--- config.mk ---
export PLATFORM = sky130hd
export DESIGN_NAME = proc_sink_arrayed_ring_flat
export DESIGN_NICKNAME = d
export VERILOG_FILES = /design/src/rtl/proc_sink_pkg.sv /design/src/rtl/proc_sink_arrayed_ring_if.sv /design/src/rtl/proc_sink_ring_ptr.sv /design/src/rtl/proc_sink_arrayed_ring.sv /design/src/flat_wrapper.sv
export SDC_FILE = /design/constraint.sdc
export NUM_CORES = 1
export LEC_CHECK = 0
export CAP_MARGIN = 0
export CORE_ASPECT_RATIO = 0.6
export CORE_MARGIN = 2
export CORE_UTILIZATION = 51
export CTS_BUF_LIST = sky130_fd_sc_hd__clkbuf_4
export CTS_CLUSTER_DIAMETER = 50
export CTS_CLUSTER_SIZE = 20
export DETAILED_ROUTE_END_ITERATION = 8
export PLACE_DENSITY = 0.95
export SYNTH_ARGS = -nofsm -noshare
export SYNTH_HDL_FRONTEND = slang
export SYNTH_SLANG_ARGS = --single-unit
--- constraint.sdc ---
create_clock -name clk -period 4.7 [get_ports clk]
set_clock_uncertainty 0.05 [all_clocks]
set_input_delay 0.705 -clock clk [delete_from_list [all_inputs] [get_ports clk]]
set_output_delay 0.705 -clock clk [all_outputs]
set_load 0.005 [all_outputs]
--- src/rtl/proc_sink_pkg.sv ---
// rtl/proc_sink_pkg.sv - shared defaults and derived widths for the arrayed ring sink
package proc_sink_pkg;

  localparam int DEF_WIDTH  = 2;
  localparam int DEF_DEPTH  = 4;
  localparam int DEF_WRAP_W = 8;

  function automatic int ptr_w(input int depth);
    return (depth > 1) ? $clog2(depth) : 1;
  endfunction

  function automatic int cnt_w(input int depth);
    return $clog2(depth + 1);
  endfunction

endpackage

--- src/rtl/proc_sink_arrayed_ring_if.sv ---
// rtl/proc_sink_arrayed_ring_if.sv - write-side controls and flattened array view of the ring sink
interface proc_sink_arrayed_ring_if
  import proc_sink_pkg::*;
#(
  parameter int WIDTH  = DEF_WIDTH,
  parameter int DEPTH  = DEF_DEPTH,
  parameter int WRAP_W = DEF_WRAP_W
) ();

  localparam int PTR_W = ptr_w(DEPTH);
  localparam int CNT_W = cnt_w(DEPTH);

  logic                   wr_en;
  logic [WIDTH-1:0]       wr_data;
  logic                   freeze;
  logic                   clear;
  logic [WIDTH*DEPTH-1:0] out;
  logic [DEPTH-1:0]       valid;
  logic [PTR_W-1:0]       wr_ptr;
  logic [CNT_W-1:0]       count;
  logic                   full;
  logic [WRAP_W-1:0]      wrap_cnt;

  modport master (
    output wr_en, wr_data, freeze, clear,
    input  out, valid, wr_ptr, count, full, wrap_cnt
  );

  modport slave (
    input  wr_en, wr_data, freeze, clear,
    output out, valid, wr_ptr, count, full, wrap_cnt
  );

endinterface

--- src/rtl/proc_sink_ring_ptr.sv ---
// rtl/proc_sink_ring_ptr.sv - modulo-DEPTH write pointer, saturating occupancy and wrap counter
module proc_sink_ring_ptr
  import proc_sink_pkg::*;
#(
  parameter int DEPTH  = DEF_DEPTH,
  parameter int WRAP_W = DEF_WRAP_W,
  localparam int PTR_W = ptr_w(DEPTH),
  localparam int CNT_W = cnt_w(DEPTH)
) (
  input  logic              clk,
  input  logic              advance,
  input  logic              clear_all,
  input  logic              clear_keep_wrap,
  output logic [PTR_W-1:0]  ptr_o,
  output logic [CNT_W-1:0]  count_o,
  output logic [WRAP_W-1:0] wrap_cnt_o
);

  localparam logic [PTR_W-1:0] LAST_PTR = PTR_W'(DEPTH - 1);
  localparam logic [CNT_W-1:0] MAX_CNT  = CNT_W'(DEPTH);

  logic [PTR_W-1:0]  ptr_q, ptr_d;
  logic [CNT_W-1:0]  cnt_q, cnt_d;
  logic [WRAP_W-1:0] wrap_q, wrap_d;

  // Wrap is explicit at DEPTH-1 so non-power-of-two depths never reach DEPTH.
  always_comb begin
    ptr_d  = ptr_q;
    cnt_d  = cnt_q;
    wrap_d = wrap_q;
    if (clear_keep_wrap) begin
      ptr_d = '0;
      cnt_d = '0;
    end else if (advance) begin
      ptr_d = (ptr_q == LAST_PTR) ? '0 : ptr_q + PTR_W'(1);
      cnt_d = (cnt_q == MAX_CNT) ? cnt_q : cnt_q + CNT_W'(1);
      if (ptr_q == LAST_PTR) wrap_d = wrap_q + WRAP_W'(1);
    end
  end

  always_ff @(posedge clk) begin
    if (clear_all) begin
      ptr_q  <= '0;
      cnt_q  <= '0;
      wrap_q <= '0;
    end else begin
      ptr_q  <= ptr_d;
      cnt_q  <= cnt_d;
      wrap_q <= wrap_d;
    end
  end

  assign ptr_o      = ptr_q;
  assign count_o    = cnt_q;
  assign wrap_cnt_o = wrap_q;

endmodule

--- src/rtl/proc_sink_arrayed_ring.sv ---
// rtl/proc_sink_arrayed_ring.sv - round-robin register array sink with freeze, soft clear and flattened output
module proc_sink_arrayed_ring
  import proc_sink_pkg::*;
#(
  parameter int WIDTH  = DEF_WIDTH,
  parameter int DEPTH  = DEF_DEPTH,
  parameter int WRAP_W = DEF_WRAP_W
) (
  input  logic                    clk,
  input  logic                    rst,
  proc_sink_arrayed_ring_if.slave bus
);

  localparam int PTR_W = ptr_w(DEPTH);
  localparam int CNT_W = cnt_w(DEPTH);

  logic [WIDTH-1:0] mem_q [DEPTH];
  logic [WIDTH-1:0] mem_d [DEPTH];
  logic [DEPTH-1:0] valid_q, valid_d;
  logic [PTR_W-1:0] ptr;
  logic [CNT_W-1:0] count;
  logic             advance;

  assign advance = bus.wr_en & ~bus.freeze & ~bus.clear & ~rst;

  proc_sink_ring_ptr #(
    .DEPTH  (DEPTH),
    .WRAP_W (WRAP_W)
  ) u_ptr (
    .clk             (clk),
    .advance         (advance),
    .clear_all       (rst),
    .clear_keep_wrap (bus.clear),
    .ptr_o           (ptr),
    .count_o         (count),
    .wrap_cnt_o      (bus.wrap_cnt)
  );

  always_comb begin
    mem_d   = mem_q;
    valid_d = valid_q;
    if (bus.clear) begin
      for (int i = 0; i < DEPTH; i++) mem_d[i] = '0;
      valid_d = '0;
    end else if (advance) begin
      mem_d[ptr]   = bus.wr_data;
      valid_d[ptr] = 1'b1;
    end
  end

  always_ff @(posedge clk) begin
    if (rst) begin
      for (int i = 0; i < DEPTH; i++) mem_q[i] <= '0;
      valid_q <= '0;
    end else begin
      mem_q   <= mem_d;
      valid_q <= valid_d;
    end
  end

  // Entry 0 lands in the most significant slice of the flattened bus.
  for (genvar g = 0; g < DEPTH; g++) begin : g_flat
    assign bus.out[(DEPTH-1-g)*WIDTH +: WIDTH] = mem_q[g];
  end

  assign bus.valid  = valid_q;
  assign bus.wr_ptr = ptr;
  assign bus.count  = count;
  assign bus.full   = (count == CNT_W'(DEPTH));

endmodule

--- src/flat_wrapper.sv ---
// flat-port wrapper written by rule: the top's interface ports become plain ports
module proc_sink_arrayed_ring_flat import proc_sink_pkg::*;
#(
  parameter int WIDTH  = DEF_WIDTH,
  parameter int DEPTH  = DEF_DEPTH,
  parameter int WRAP_W = DEF_WRAP_W
)
  (clk, rst, bus_wr_en, bus_wr_data, bus_freeze, bus_clear, bus_out, bus_valid, bus_wr_ptr, bus_count, bus_full, bus_wrap_cnt);
  proc_sink_arrayed_ring_if #(.WIDTH(WIDTH), .DEPTH(DEPTH), .WRAP_W(WRAP_W)) bus_i ();
  input  logic clk;
  input  logic rst;
  input wire logic [$bits(bus_i.wr_en)-1:0] bus_wr_en;
  input wire logic [$bits(bus_i.wr_data)-1:0] bus_wr_data;
  input wire logic [$bits(bus_i.freeze)-1:0] bus_freeze;
  input wire logic [$bits(bus_i.clear)-1:0] bus_clear;
  output wire logic [$bits(bus_i.out)-1:0] bus_out;
  output wire logic [$bits(bus_i.valid)-1:0] bus_valid;
  output wire logic [$bits(bus_i.wr_ptr)-1:0] bus_wr_ptr;
  output wire logic [$bits(bus_i.count)-1:0] bus_count;
  output wire logic [$bits(bus_i.full)-1:0] bus_full;
  output wire logic [$bits(bus_i.wrap_cnt)-1:0] bus_wrap_cnt;
  assign bus_i.wr_en = bus_wr_en;
  assign bus_i.wr_data = bus_wr_data;
  assign bus_i.freeze = bus_freeze;
  assign bus_i.clear = bus_clear;
  assign bus_out = bus_i.out;
  assign bus_valid = bus_i.valid;
  assign bus_wr_ptr = bus_i.wr_ptr;
  assign bus_count = bus_i.count;
  assign bus_full = bus_i.full;
  assign bus_wrap_cnt = bus_i.wrap_cnt;
  proc_sink_arrayed_ring #(.WIDTH(WIDTH), .DEPTH(DEPTH), .WRAP_W(WRAP_W)) u_core (.clk(clk), .rst(rst), .bus(bus_i));
endmodule
=== Word-level counts from Yosys, hierarchy flattened ===
Cells that the tools add are included.

* Order comparisons: 4
* Eq/ne operators: 2
* Add/subtract/negate cells: 3
* Mux-type cells: 6
* Reductions and logical operators: 5
* Bitwise logic cells: 9

{| class="wikitable"
|+ Operators with widths
! operator !! count
|-
| 8-bit by 1-bit adder with 8-bit output, second input constant || 1
|-
| 8-bit bitwise mux || 1
|-
| 2-bit demux with 2-bit select || 1
|-
| 2-bit 2-to-1 mux || 2
|-
| 1-bit inverter || 4
|-
| 4-bit OR || 1
|-
| 3-bit by 1-bit adder with 3-bit output, second input constant || 1
|-
| 1-bit AND || 3
|-
| 3-bit equality test, second input constant || 1
|-
| 3-bit greater-or-equal comparator, second input constant || 1
|-
| 2-bit by 3-bit < comparator with 1-bit output, second input constant || 1
|-
| 3-bit by 1-bit < comparator with 1-bit output, second input constant || 1
|-
| 2-bit inverter with 3-bit output || 1
|-
| 3-bit AND reduction || 1
|-
| 2-bit by 1-bit adder with 2-bit output, second input constant || 1
|-
| 1-bit demux with 2-bit select || 1
|-
| 2-bit equality test, second input constant || 1
|-
| 2-bit by 1-bit greater-or-equal comparator with 1-bit output, second input constant || 1
|-
| 1-bit logical AND || 2
|-
| 2-bit AND reduction || 1
|-
| 2-bit OR reduction || 1
|-
| 1-bit 2-to-1 mux || 1
|}

* Bits of input ports: 7
* Output and inout port bits: 26
* Register bits after elaboration: 25
* Logic and storage cells: 37

=== Longest topological paths before layout ===
Gate-level depths: netlist of run 1.

* Depth after elaboration: 6
* Depth in mapped cells: 6
* Depth with buffers taken out: 6

=== Modules after synthesis ===
From an unflattened synthesis of run 1, not the netlist that was laid out.

* Cells, all modules: 110
* Area, all modules: 1146.1 um^2

{| class="wikitable"
|+ By module, submodules not included
! module !! area each (um^2) !! cells an instance !! sequential area each (um^2) !! instances
|-
| proc_sink_ring_ptr || 614.3 || 65 || 260.2 || 1
|-
| proc_sink_arrayed_ring || 531.8 || 45 || 240.2 || 1
|}

=== Worst setup path before layout of run 1 ===
No wires, ideal clock.

* Path type: input to register
* From: in bus_wr_en
* To: reg u_core.u_ptr.wrap_q[7] (netlist: u_core.u_ptr.wrap_cnt_o[7])
* Stages: 4
* Required time: 4.529 ns
* Buffers on the path: 1
* Setup time: 0.121 ns
* Slack: 2.990 ns
* Data arrival time: 1.539 ns
* Path through: buf_6 nand4b_1 nor4_1 mux2_2

* Cells in the longest elaborated chain, start to end: 4

{| class="wikitable"
|+ Ends and longest elaborated chain
! element !! line !! source
|-
| from (decl) || flat_wrapper.sv:12 || <nowiki>input wire logic [$bits(bus_i.wr_en)-1:0] bus_wr_en;</nowiki>
|-
| 1-bit AND (3 in a row) || proc_sink_arrayed_ring.sv:24 || <nowiki>assign advance = bus.wr_en & ~bus.freeze & ~bus.clear & ~rst;</nowiki>
|-
| 3-bit AND reduction (no source line) || - ||
|-
| to (signal assigned) || proc_sink_ring_ptr.sv:49 || <nowiki>wrap_q <= wrap_d;</nowiki>
|-
| to (decl) || proc_sink_ring_ptr.sv:24 || <nowiki>logic [WRAP_W-1:0] wrap_q, wrap_d;</nowiki>
|}

No other way between the ends.
A chain may end at the register's enable or synchronous reset.

=== Worst setup path after layout of run 1 ===
* From: reg u_core.u_ptr.cnt_q[0] (netlist: u_core.u_ptr.count_o[0])
* To: out bus_full

* Cells in the longest elaborated chain, start to end: 1

{| class="wikitable"
|+ Ends and longest elaborated chain
! element !! line !! source
|-
| from (decl) || proc_sink_ring_ptr.sv:23 || <nowiki>logic [CNT_W-1:0] cnt_q, cnt_d;</nowiki>
|-
| from (signal assigned) || proc_sink_ring_ptr.sv:48 || <nowiki>cnt_q <= cnt_d;</nowiki>
|-
| 3-bit equality test || proc_sink_arrayed_ring.sv:69 || <nowiki>assign bus.full = (count == CNT_W'(DEPTH));</nowiki>
|-
| to (decl) || flat_wrapper.sv:20 || <nowiki>output wire logic [$bits(bus_i.full)-1:0] bus_full;</nowiki>
|}

No other way between the ends.

==> qor.yml, run 1 <==
routing:
  ant_nets: 0
  first_pass_iters: 4
  drc: 0
  routed_wl_um: 2506
  drtIter0Drc: 46
  wl_per_cell_um: 13.05
  via_per_inst: 5.323
  vias: 1022
sta:
  setup_ws_ps: 2298
  worst-slew-pin-transition_ps: 824.4
  fmax_mhz: 416.4
  hold_viol: 0
  maxSlewHeadroom_pct: 44.93
  min_period_over_period_pct: 51.10
  min_period_ps: 2402
  drv_slew: 0
  finalSetupViolCount: 0
  rsz0062_at_grt: "no"
  tns_ps: 0
place:
  dp_hpwl_um: 1953
  place_ws_ps: 2032
  gp_congestion: 0.8119
  port_buffers: 32
  dpl_cell_area_sq_um: 1473
setup_path:
  crit_fanout: 4
  crit-reg2reg-launch: "u_core.u_ptr.ptr_o[0]"
  startpoint: "u_core.u_ptr.count_o[0]"
  worstSetupStartpointType: "flip-flop"
  r2r-end: "u_core.u_ptr.wrap_cnt_o[5]"
  criticalPathCategory: "flip-flop to primary output"
  crit_path_end_kind: "primary output"
  cp_data_arrival_time_ps: 1650
  crit_required_ps: 3940
  r2r_slack_ps: 2880
  reg2reg_depth: 4
finish:
  diodes: 0
  final_area_sq_um: 1503
  fill_cells: 177
  multi_input_area_sq_um: 573.1
  postLayoutCoreUtil_pct: 69.99
  syn2layout_area_growth_pct: 30.69
  drive_above_1_share_pct: 5.556
  regArea_sq_um: 500.5
  fin_nets: 177
clock_network:
  root_buffer: "clkbuf_4"
  cts-resized-gates: 0
  clk_path_buf_depth: 2
  cts_tree: "built"
  clk_latency_ps: 320
  cts.sinks: 25
  cts_made_buffers: 3
  cts_hold_buf: 0
  postCtsSetupBuffers: 0
  clkTransAtPathRegs_ps: 130
  h-tree-depth: 1
status:
  outcome: "finished, final reports clean"
power:
  power_density_nw_per_um2: 224.6
  p_leak_nw: 0.5110
  ir_drop_v: 0.0001858
  clkPwrFrac_pct: 28.9
  sw_frac_of_total_pct: 23.58
  power_frac_seq_pct: 63.6
  p_switching_w: 0.00007960
  intPower_w: 0.0002579
  p_comb_share_pct: 7.5
synth:
  synth_top_family_by_area: "simple AND/OR/NAND/NOR gates"
  synth_seq_area_share_pct: 43.53
  synth_area_leaders: "dfxtp_1 (44%), a21oi_1 (9.1%), ha_1 (7.6%)"
  synthSimpleGateAreaFrac_pct: 25.79
  syn-cell-area_sq_um: 1150
  syn_area_per_cell_sq_um: 8.711
  yosysUniqueCellTypes: 29
  synth_compound_area_share_pct: 12.84
  syn_nets: 146
  ys_ff_latch: 25
  yosysTopAreaCell: "dfxtp_1"
  synthAdderAreaFrac_pct: 7.617
  synth_top_area_share_pct: 43.53
  yosysWarningCount: 0
  muxShareOfSynthArea_pct: 2.829
  synth_xor_area_share_pct: 0.7617
  synthCells: 132
floorplanning:
  die-area_sq_um: 2663
  die_h_um: 40.78
  fp-row-count: 13
  start_util_pct: 53.55
  dieWidth_um: 65.30
  coreArea_sq_um: 2147
  io-pin-count: 33
grt:
  antenna_found_initial: 0
  grtUsageMet1_pct: 24.75
  use_met3_pct: 6.044
  grt_pass1_wl_um: 4050
  grt_usage_pct: 20.58
  grt-ovfl-total: 0
  use_met2_pct: 37.24
  grt_pass1_vias: 881
  globalRoute.busiestLayer: "met2"
  grt_max_degree: 18
worst_hold_path:
  min_path_type: "flip-flop to flip-flop"
  holdPathEnd: "u_core.bus.valid[1]"
  hold_start: "u_core.bus.valid[1]"
  worst_hold_path.num_cells: 2
flow_run:
  cap_violations: 0
per-stage QoR:
| stage | instances | hold WS (ps) | total power, W |
|---|---|---|---|
| CTS | 192 | 409.0 | 0.0003407 |
| global route | 192 | 422.5 | 0.0003533 |
| finish | 192 | 405.1 | 0.0003375 |
| detailed placement | 188 | 389.1 | 0.0002443 |
| floorplan | 132 | 392.1 | 0.0002332 |
| global placement | 188 | 383.7 | 0.0002431 |
cells in the mapped netlist:
| cell | number |
|---|---|
| a21oi_1 | 21 |
| and4b_1 | 1 |
| and4bb_2 | 1 |
| buf_2 | 1 |
| buf_4 | 1 |
| buf_6 | 1 |
| clkbuf_1 | 3 |
| dfxtp_1 | 25 |
| ha_1 | 7 |
| inv_1 | 11 |
| mux2_2 | 2 |
| mux2i_1 | 1 |
| nand2_1 | 13 |
| nand2b_1 | 2 |
| nand3_1 | 11 |
| nand3b_1 | 3 |
| nand3b_4 | 1 |
| nand4b_1 | 2 |
| nand4bb_1 | 1 |
| nor2_1 | 6 |
| nor2b_1 | 2 |
| nor3_1 | 2 |
| nor4_1 | 1 |
| o21ai_0 | 4 |
| o31ai_1 | 3 |
| or2_2 | 1 |
| or3_1 | 1 |
| or4_1 | 3 |
| xnor2_1 | 1 |
worst max-delay path, stage by stage (launching register included):
cell,delay [ps]
dfxtp_1,400
inv_1,80
ha_1,210
nand2_1,120
inv_1,80
clkdlybuf4s50_1,450
cells by family after synthesis:
family / after synthesis
AOI/OAI and AO/OA: 28
xor gates and xnor gates: 1
adders and majority gates: 7
buffers and inverters: 17
DFF: 25
muxes: 3
and+or+nand+nor: 51
cell usage in the layout (no fill, tap or decap), types with 4 or more instances in the layout:
cell              n
a21oi_1          21
nor2_1            6
nand3_1          11
ha_1              7
clkdlybuf4s50_1  32
nand2_1          13
dfxtp_1          25
inv_1            11
o21ai_0           4
per-layer routing:
layer	part of all wire [%]	vias up
met3	6.6	4
met4	0.76	0
met1	46	464
li1	-	515
met5	0	-
met2	47	39
cell type report:
cell class,count,area share [%]
clock inverters,1,0.4996
multi-input cells,90,38.13
clock buffers,3,1.499
flip-flops and latches,25,33.31
repair buffers,32,21.32
well taps,30,2.498
inverters,11,2.748
how the worst max path moves through the flow:
stage / endpoint / slack (ps)
6_report: bus_full / 2300
5_1_grt: bus_full / 2210
4_1_cts: bus_full / 2300
3_5_place_dp: u_core.u_ptr.count_o[2] / 2030
3_3_place_gp: u_core.u_ptr.count_o[2] / 2120
2_1_floorplan: u_core.u_ptr.wrap_cnt_o[7] / 2990
registers in the layout, indices dropped and copies added (netlist names):
name and cells:
u_core.bus.out 8, u_core.bus.valid 4, u_core.u_ptr.count_o 3, u_core.u_ptr.ptr_o 2, u_core.u_ptr.wrap_cnt_o 8
power groups by stage:
| stage | clock, W | combinational [W] | sequential (W) |
|---|---|---|---|
| 6_report | 0.0000976 | 0.0000252 | 0.000215 |
| 2_1_floorplan | 0 | 0.0000139 | 0.000219 |
| 3_5_place_dp | 0 | 0.0000249 | 0.000219 |
| 4_1_cts | 0.000101 | 0.0000251 | 0.000215 |
| 3_3_place_gp | 0 | 0.0000239 | 0.000219 |
| 5_1_grt | 0.000111 | 0.0000275 | 0.000215 |
No activity file was read; power rests on OpenSTA's default activity.
==> inputs of run 2 (changes only) <==
- CORE_UTILIZATION: 51 -> 44
- PLACE_DENSITY: 0.95 -> 0.88
- clock period: 4.7 -> 2.1 ns (I/O delays scaled with it)
==> run 2 against run 1 <==
  * Register-to-register slack got worse by 2600 ps
  * Setup slack worse by 2200 ps
  * Non-clock buffer count grew 3
  * First-iteration DRC count rose by 78%
  * Clock power increased by 120%
  * Via count grew 4.6%
  * Cell count rose by 2.6%
  * Die area is 15% higher
  * Power grew 120%
  * Utilization is 8.6 points lower
  * Wire length rose by 9.7%
  * Highest routed layer unchanged
==> qor.yml, run 2 (synthesis results as in run 1) <==
status:
  outcome: "finished, final reports clean"
setup_path:
  crit_required_ps: 1740
  crit_fanout: 4
  worstSetupStartpointType: "flip-flop"
  criticalPathCategory: "flip-flop to primary output"
  reg2reg_depth: 4
  cp_data_arrival_time_ps: 1620
  r2r_slack_ps: 290
  crit-reg2reg-launch: "u_core.u_ptr.ptr_o[0]"
  crit_path_end_kind: "primary output"
  r2r-end: "u_core.u_ptr.wrap_cnt_o[7]"
sta:
  setup_ws_ps: 111.8
  fmax_mhz: 503.0
  drv_slew: 0
  rsz0062_at_grt: "no"
  min_period_over_period_pct: 94.67
  min_period_ps: 1988
  maxSlewHeadroom_pct: 79.19
  finalSetupViolCount: 0
  worst-slew-pin-transition_ps: 312.1
  hold_viol: 0
  tns_ps: 0
clock_network:
  root_buffer: "clkbuf_4"
  cts_tree: "built"
  cts.sinks: 25
  cts_made_buffers: 3
  clk_latency_ps: 330
  cts-resized-gates: 0
  clkTransAtPathRegs_ps: 140
  h-tree-depth: 1
  clk_path_buf_depth: 2
  cts_hold_buf: 0
  postCtsSetupBuffers: 0
finish:
  diodes: 0
  postLayoutCoreUtil_pct: 61.42
  syn2layout_area_growth_pct: 32.86
  drive_above_1_share_pct: 7.273
  final_common_cell: "clkdlybuf4s50_1"
  most-common-layout-cells: "clkdlybuf4s50_1 (32), dfxtp_1 (25), a21oi_1 (21)"
  fin_nets: 180
worst_hold_path:
  worst_hold_path.num_cells: 2
  hold_start: "u_core.bus.valid[2]"
  holdPathEnd: "u_core.bus.valid[2]"
  min_path_type: "flip-flop to flip-flop"
place:
  port_buffers: 32
  place_ws_ps: 143.8
  gp_congestion: 0.8275
  dp_hpwl_um: 2156
floorplanning:
  die-area_sq_um: 3052
  dieWidth_um: 70.00
  die_h_um: 43.60
  io-pin-count: 33
  fp-row-count: 14
  start_util_pct: 46.23
  coreArea_sq_um: 2487
routing:
  first_pass_iters: 4
  drc: 0
  drtIter0Drc: 82
  ant_nets: 0
  vias: 1069
  routed_wl_um: 2749
  wl_per_cell_um: 13.95
  via_per_inst: 5.426
grt:
  grt_max_degree: 18
  grt_pass1_vias: 950
  antenna_found_initial: 0
  grt-ovfl-total: 0
  grt_pass1_wl_um: 4271
  grt_usage_pct: 18.38
power:
  power_density_nw_per_um2: 496.3
  p_leak_nw: 0.5258
  ir_drop_v: 0.0002710
flow_run:
  cap_violations: 0
==> run 2: cell types whose count changed in the layout (fill, tap and decap cells not counted) <==
| cell | change |
|---|---|
| buf_4 | +3 |
==> run 2: worst max-delay path by stage <==
stage / start / endpoint / slack [ps] / cells past startpoint
after floorplan: u_core.u_ptr.ptr_o[0] / u_core.u_ptr.wrap_cnt_o[4] / 550 / 5
after global placement: bus_wr_en / u_core.u_ptr.wrap_cnt_o[7] / 190 / 4
after detailed placement: bus_wr_en / u_core.u_ptr.wrap_cnt_o[7] / 140 / 4
after CTS: u_core.u_ptr.count_o[0] / bus_full / 110 / 5
after global routing: u_core.u_ptr.count_o[0] / bus_full / 2 / 5
final: u_core.u_ptr.count_o[0] / bus_full / 110 / 5
==> run 2: worst max-delay path: stages (launching register included) <==
cell and delay (ps):
dfxtp_1 400, inv_1 70, ha_1 200, nand2_1 110, inv_1 80, clkdlybuf4s50_1 440
==> run 2: layer usage <==
layer	global-route usage, %	vias up	wire length [um]
met3	5.581	8	196
met1	22.09	484	1259
met2	30.29	47	1225
met4	10.00	0	67
met5	0	-	0
li1	-	530	-
==> run 2: cell type report <==
cell class / instances / area, sq um
timing repair buffer: 35 / 342.8
clock buffer: 3 / 22.52
fill: 211 / 959.7
multi-input combinational: 90 / 573.1
inverter: 11 / 41.29
tap: 32 / 40.04
clock inverter: 1 / 7.507
sequential: 25 / 500.5
==> run 2: per-stage QoR <==
stage / area [sq um] / total power (W) / std cells / hold WS [ps]
6_report: 1528 / 0.0007582 / 197 / 410.7
2_1_floorplan: 1150 / 0.0005220 / 132 / 392.1
4_1_cts: 1528 / 0.0007661 / 197 / 414.6
5_1_grt: 1528 / 0.0007966 / 197 / 420.9
3_5_place_dp: 1498 / 0.0005519 / 193 / 394.2
3_3_place_gp: 1498 / 0.0005488 / 193 / 382.4
==> run 2: report_power, final <==
part	switching, W	total [W]	internal, W	leakage (nW)
registers	0.00000320	0.000481	0.000478	0.202
clock network	0.000143	0.000216	0.0000729	0.0139
logic	0.0000309	0.0000612	0.0000303	0.310
